`src/rtl/sequencer.sv`:
```
// Moore fetch/execute control sequencer for the basic processor.
// Emits one sysbus control word per clock from state, op and z_flag.
module sequencer #(
  parameter int WORD_W = 8,
  parameter int OP_W   = 3
) (
  input  logic            clock,
  input  logic            n_reset,
  input  logic [OP_W-1:0] op,
  input  logic            z_flag,
  output logic            PC_bus,
  output logic            INC_PC,
  output logic            load_PC,
  output logic            load_IR,
  output logic            Addr_bus,
  output logic            load_MAR,
  output logic            MDR_bus,
  output logic            load_MDR,
  output logic            CS,
  output logic            R_NW,
  output logic            ACC_bus,
  output logic            load_ACC,
  output logic            ALU_add,
  output logic            ALU_xor,
  output logic            ALU_inc,
  output logic            halted
);

  if (OP_W < 3 || OP_W > WORD_W) begin : g_bad_params
    sequencer_illegal_op_width u_bad ();
  end

  localparam logic [2:0] START   = 3'd0;
  localparam logic [2:0] FETCH_A = 3'd1;
  localparam logic [2:0] FETCH_B = 3'd2;
  localparam logic [2:0] EXEC_A  = 3'd3;
  localparam logic [2:0] EXEC_B  = 3'd4;
  localparam logic [2:0] EXEC_C  = 3'd5;
  localparam logic [2:0] HALT    = 3'd6;

  localparam logic [OP_W-1:0] OP_LOAD  = OP_W'(0);
  localparam logic [OP_W-1:0] OP_STORE = OP_W'(1);
  localparam logic [OP_W-1:0] OP_ADD   = OP_W'(2);
  localparam logic [OP_W-1:0] OP_XOR   = OP_W'(3);
  localparam logic [OP_W-1:0] OP_INC   = OP_W'(4);
  localparam logic [OP_W-1:0] OP_LDE   = OP_W'(5);
  localparam logic [OP_W-1:0] OP_BNE   = OP_W'(6);
  localparam logic [OP_W-1:0] OP_HALT  = OP_W'(7);

  typedef struct packed {
    logic pc_bus;
    logic inc_pc;
    logic load_pc;
    logic load_ir;
    logic addr_bus;
    logic load_mar;
    logic mdr_bus;
    logic load_mdr;
    logic cs;
    logic r_nw;
    logic acc_bus;
    logic load_acc;
    logic alu_add;
    logic alu_xor;
    logic alu_inc;
    logic halted;
  } ctrl_t;

  logic [2:0] state;
  logic [2:0] state_nx;
  ctrl_t      c;

  // State register; reset forces START at once, aborting any access.
  always_ff @(posedge clock or negedge n_reset) begin
    if (!n_reset) state <= START;
    else          state <= state_nx;
  end

  // Next-state: op only matters in execute states, z_flag never does.
  always_comb begin
    state_nx = START;
    case (state)
      START:   state_nx = FETCH_A;
      FETCH_A: state_nx = FETCH_B;
      FETCH_B: state_nx = EXEC_A;
      EXEC_A: begin
        if (op == OP_INC)       state_nx = FETCH_A;
        else if (op == OP_HALT) state_nx = HALT;
        else                    state_nx = EXEC_B;
      end
      EXEC_B: begin
        if (op == OP_LDE) state_nx = EXEC_C;
        else              state_nx = FETCH_A;
      end
      EXEC_C:  state_nx = FETCH_A;
      HALT:    state_nx = HALT;
      default: state_nx = START;
    endcase
  end

  // Control word decode; every strobe defaults low.
  always_comb begin
    c = '0;
    case (state)
      FETCH_A: begin
        c.pc_bus   = 1'b1;
        c.load_mar = 1'b1;
        c.inc_pc   = 1'b1;
      end
      FETCH_B: begin
        c.cs      = 1'b1;
        c.r_nw    = 1'b1;
        c.mdr_bus = 1'b1;
        c.load_ir = 1'b1;
      end
      EXEC_A: begin
        if (op == OP_INC) begin
          c.alu_inc  = 1'b1;
          c.load_acc = 1'b1;
        end else if (op != OP_HALT) begin
          c.addr_bus = 1'b1;
          c.load_mar = 1'b1;
        end
      end
      EXEC_B: begin
        unique case (1'b1)
          op == OP_LOAD,
          op == OP_ADD,
          op == OP_XOR: begin
            c.cs       = 1'b1;
            c.r_nw     = 1'b1;
            c.mdr_bus  = 1'b1;
            c.load_acc = 1'b1;
            c.alu_add  = (op == OP_ADD);
            c.alu_xor  = (op == OP_XOR);
          end
          op == OP_STORE: begin
            c.cs       = 1'b1;
            c.acc_bus  = 1'b1;
            c.load_mdr = 1'b1;
          end
          op == OP_LDE: begin
            c.cs       = 1'b1;
            c.r_nw     = 1'b1;
            c.mdr_bus  = 1'b1;
            c.load_mar = 1'b1;
          end
          op == OP_BNE: begin
            c.cs      = !z_flag;
            c.r_nw    = !z_flag;
            c.mdr_bus = !z_flag;
            c.load_pc = !z_flag;
          end
          default: c = '0;
        endcase
      end
      EXEC_C: begin
        c.cs       = 1'b1;
        c.r_nw     = 1'b1;
        c.mdr_bus  = 1'b1;
        c.load_acc = 1'b1;
      end
      HALT:    c.halted = 1'b1;
      default: c = '0;
    endcase
  end

  assign PC_bus   = c.pc_bus;
  assign INC_PC   = c.inc_pc;
  assign load_PC  = c.load_pc;
  assign load_IR  = c.load_ir;
  assign Addr_bus = c.addr_bus;
  assign load_MAR = c.load_mar;
  assign MDR_bus  = c.mdr_bus;
  assign load_MDR = c.load_mdr;
  assign CS       = c.cs;
  assign R_NW     = c.r_nw;
  assign ACC_bus  = c.acc_bus;
  assign load_ACC = c.load_acc;
  assign ALU_add  = c.alu_add;
  assign ALU_xor  = c.alu_xor;
  assign ALU_inc  = c.alu_inc;
  assign halted   = c.halted;

endmodule

```
`config.mk`:
```
export PLATFORM = sky130hd
export DESIGN_NAME = sequencer
export DESIGN_NICKNAME = d
export VERILOG_FILES = /design/src/rtl/sequencer.sv
export SDC_FILE = /design/constraint.sdc
export NUM_CORES = 1
export LEC_CHECK = 0
export ABC_AREA = 1
export BUFFER_PORTS_ARGS = -buffer_cell sky130_fd_sc_hd__buf_2
export CORE_AREA = 2 2 39 41
export CTS_CLUSTER_SIZE = 16
export DETAILED_ROUTE_END_ITERATION = 6
export DIE_AREA = 0 0 41 43
export GPL_ROUTABILITY_DRIVEN = 1
export PLACE_DENSITY = 0.63
export SETUP_SLACK_MARGIN = 0.3
export SLEW_MARGIN = 20
export SYNTH_ARGS = -nofsm -noshare
export SYNTH_HDL_FRONTEND = slang
export SYNTH_SLANG_ARGS = --single-unit
```
`constraint.sdc`:
```
create_clock -name clock -period 1.2 [get_ports clock]
set_input_delay 0.3 -clock clock [delete_from_list [all_inputs] [get_ports clock]]
set_output_delay 0.3 -clock clock [all_outputs]
set_load 0.005 [all_outputs]
```
Yosys cells after proc, flatten, opt, wreduce, memory -nomap -nowiden
Index checks and enable logic that the tools add are counted.
- $add $sub $neg: 0
- mux-type cells: 25
- order comparisons: 0
- $mul: 0
- reductions and logical operators: 8
- shifts and indexed selects: 0
- div/mod/pow operators: 0
- equal/unequal tests: 14
- bitwise gates (word level): 0
- operators with widths (kind ; number):
    equality test 3 bit (second input constant) ; 7
    case mux 3 bit (6 select lines) ; 1
    equality test 3 x 2 -> 1 bit (second input constant) ; 4
    two-way mux 1 bit ; 10
    two-way mux 2 bit ; 5
    two-way mux 3 bit ; 3
    equality test 3 x 1 -> 1 bit (second input constant) ; 2
    logical NOT 3 bit ; 2
    case mux 1 bit (2 select lines) ; 3
    case mux 1 bit (3 select lines) ; 2
    OR reduction 5 bit ; 1
    case mux 2 bit (2 select lines) ; 1
    OR reduction 2 bit ; 2
    OR reduction 4 bit ; 1
    != test 3 bit (second input constant) ; 1
    OR reduction 3 bit ; 1
    logical NOT 1 bit ; 1
- bits in registers: 3
- bits in latches: 0
- bits in writable memories: 0
- word-level logic and storage cells: 48
- memory bits (read-only): 0
- bits of input ports: 6
- memories: 0

Longest topological paths before layout
- depth in word-level cells: 4
- depth in mapped cells: 6

Worst setup path before layout
Ideal clock, no wire load.
- kind: reg-to-output
- start point: reg state[1]
- end point: out R_NW
- arrival: 1.087 ns
- slack: -0.187 ns
- stages on the path, launching flop included: 7
- data required time: 0.900 ns
- cell sequence: dfrtp_1 > inv_1 > nand3_2 > clkinv_2 > nand2_1 > o21bai_1 > buf_4
- cells in the longest elaborated chain, start to end: 3
- elaborated cells between the ends (all ways): 5
- those cells by class: eq/ne: 3; mux: 1; reduce/logical: 1
- ends and longest elaborated chain (what ; RTL line ; RTL):
    start: declaration ; 69 ; logic [2:0] state;
    start signal: assignment ; 76 ; else state <= state_nx;
    equality test 3 bit or equality test 3 x 2 -> 1 bit (tied branches) ; 104 ; case (state)
    OR reduction 2 bit (no line) ; - ;
    case mux 2 bit (2 select lines) * ; 104 ;
    end: declaration ; 20 ; output logic R_NW,
Every way passes the cells marked *; elsewhere a longest branch is shown, timed or not.

Worst setup path in the final report
- start point: reg state[0]
- end point: out load_PC
- cells in the longest elaborated chain, start to end: 2
- ends and longest elaborated chain (what ; RTL line ; RTL):
    equality test 3 bit ; 104 ;
    two-way mux 1 bit ; 104 ;
    end: declaration ; 13 ; output logic load_PC,
No other way between the ends.

==> flow_metrics.tcl <==
set metrics [dict create \
    p_leak_nw 0.427 \
    top_usage_layer "met2" \
    h-tree-depth 1 \
    worstPathArrival_ns 1.24 \
    power_mw 1.51 \
    drive_gt1_frac 0.646 \
    drt.antenna.violating_nets 0 \
    cts_buffer_depth 2 \
    viasPerCell 4.24 \
    synth_top_area_frac 0.223 \
    violations "setup timing" \
    reg_top3 "state x3" \
    grtUsageTotal 0.160 \
    num_io_pins 22 \
    n_fill_cell 136 \
    die-area_um2 1760 \
    crit_path_end_kind "output pin" \
    n_antenna_cell 0 \
    hpwl_um 828 \
    cts_tree "built" \
    critPathKind "reg -> out" \
    start_util 0.243 \
    final_max_slew_viol_count 0 \
    final_nets 106 \
    grt_max_degree 6 \
    cts_root_buf "clkbuf_4" \
    rows 14 \
    overflow 0 \
    largest_reg_flops 3 \
    worstSkewPairLatency_ns 0.23 \
    numCtsBuffers 3 \
    rsz0062_at_grt "yes" \
    die_w_um 41 \
    timing.rr.end "state[0]$_DFF_PN0_" \
    numPortBuffers 21 \
    rr_worst_depth 7 \
    critPathLaunchType "flop" \
    grt_antenna_before_repair 0 \
    ys_top_cells_by_area "dfrtp_1 22%, nand3_1 13%, inv_1 11%" \
    final_cell_mix "21 x buf_2, 18 x buf_4, 8 x nand3_1, 8 x inv_1, 5 x nand2_1" \
    wl_mm 1.17 \
    min_period_ns 1.54 \
    hold_viol_final 0 \
    syn_area_per_cell_um2 6.23 \
    powerDensity_nw_per_um2 2050 \
    dp_cells 104 \
    core_um2 1380 \
    drt-initial-drc-count 1 \
    dpl_cell_area_um2 581 \
    reg2reg_slack_ns 0.04 \
    use_met1 0.210 \
    worstMarginPinSlew_ns 0.200 \
    fmax_mhz 648 \
    post-route-util 0.532 \
    netlist_area_um2 337 \
    worst_slack_ns -0.342 \
    synth_nets 60 \
    synth_seq_cells 3 \
    die_h_um 43 \
    cp_max_fo 5 \
    synthCells 54 \
    final_common_cell "buf_2" \
    max_slew_margin 0.865 \
    outcome "finished, violations left" \
    crit_required_ns 0.90 \
    setup_tns_ns -4.44 \
    wl_per_cell_um 10.1 \
    synth.distinct_cells 19 \
    setup_viol 16 \
    clkTransAtPathRegs_ns 0.04 \
    finalInstanceArea_um2 736 \
    clock-sinks 3 \
    ys_warn_count 0 \
    first_pass_iters 3 \
    fin_skew_ns 0.00161 \
    grt_pass1_vias 458 \
    gp_congestion 0.777 \
    dp_slack_ns -0.184 \
    synth_seq_area_share 0.223 \
    finalNonFillerCells 115 \
    max_cap_viol_count 0 \
    hp-class "in -> async" \
    fin_crit_sh 1.29 \
    grt_pass1_wl_mm 1.93 \
    r2r-start "state[2]$_DFF_PN0_" \
    met2_usage 0.247 \
    drc 0 \
    regMostFlops "state" \
    via_count 488 \
    ir_drop_v 0.00122 \
    area_delta_synth_final_pct 119 \
    use_met3 0.0314 \
    yosysTopAreaCell "dfrtp_1" \
    holdWs_ns 0.404 \
]
[report_power, final]
part | total (mW) | leakage, nW | switching [mW] | internal (mW)
Combinational | 1.14 | 0.376 | 0.550 | 0.591
Clock | 0.172 | 0.0150 | 0.0478 | 0.124
Sequential | 0.198 | 0.0356 | 0.0457 | 0.152
[layer usage]
metal	routed length, um	vias to the layer above
met3	23	0
met1	492	215
met5	0	-
met2	649	10
met4	0	0
li1	-	263
[worst max-delay path by stage]
stage | slack, ns | depth (start not counted) | end | start
after global placement | -0.16 | 7 | MDR_bus | op[0]
after floorplan | -0.14 | 6 | R_NW | state[1]$_DFF_PN0_
final | -0.34 | 5 | load_PC | state[0]$_DFF_PN0_
after CTS | -0.32 | 6 | MDR_bus | state[1]$_DFF_PN0_
after detailed placement | -0.18 | 7 | load_ACC | op[1]
after global routing | -0.45 | 6 | R_NW | state[0]$_DFF_PN0_
[cells in the mapped netlist]
master    count
nor4_1        2
clkinv_2      1
o21ai_0       1
a21oi_1       2
nor2_1        4
nor2_2        1
o21bai_1      1
nand3b_1      1
nand3_1       9
nor3_2        1
o211ai_1      1
nand2_1       7
nand3_2       2
nand2_2       1
inv_2         2
nor3_1        2
dfrtp_1       3
buf_4         3
inv_1        10
[logic make-up (layout without fill, tap and decap cells)]
group                  count (synthesis)  in the layout  share of synthesized area
and+or+nand+nor                       30             30                      0.472
buffers and inverters                 16             61                      0.216
AOI/OAI and AO/OA                      5              5                     0.0892
DFF                                    3              3                      0.223
[critical path: stages (launching register included)]
cell and delay [ns]:
dfrtp_1 0.40, inv_2 0.10, nand3_4 0.10, buf_4 0.15, nor3_2 0.12, buf_2 0.13
[layout make-up]
class | instances | area [um^2] | share of cell area
timing repair buffer | 44 | 295 | 0.401
clock buffer | 4 | 26.3 | 0.0357
multi-input combinational | 35 | 264 | 0.359
sequential | 3 | 76.3 | 0.104
tap | 16 | 20.0 | 0.0272
inverter | 13 | 53.8 | 0.0731
[timing repair]
item                                    CTS  global route
setup buffers                             4             2
pin swaps                                 3             0
gates resized for setup                  11             7
endpoints found under the hold margin     3             0
endpoints found under the setup margin   19            19
hold buffers                              1             0
(Power assumes the default switching activity.)
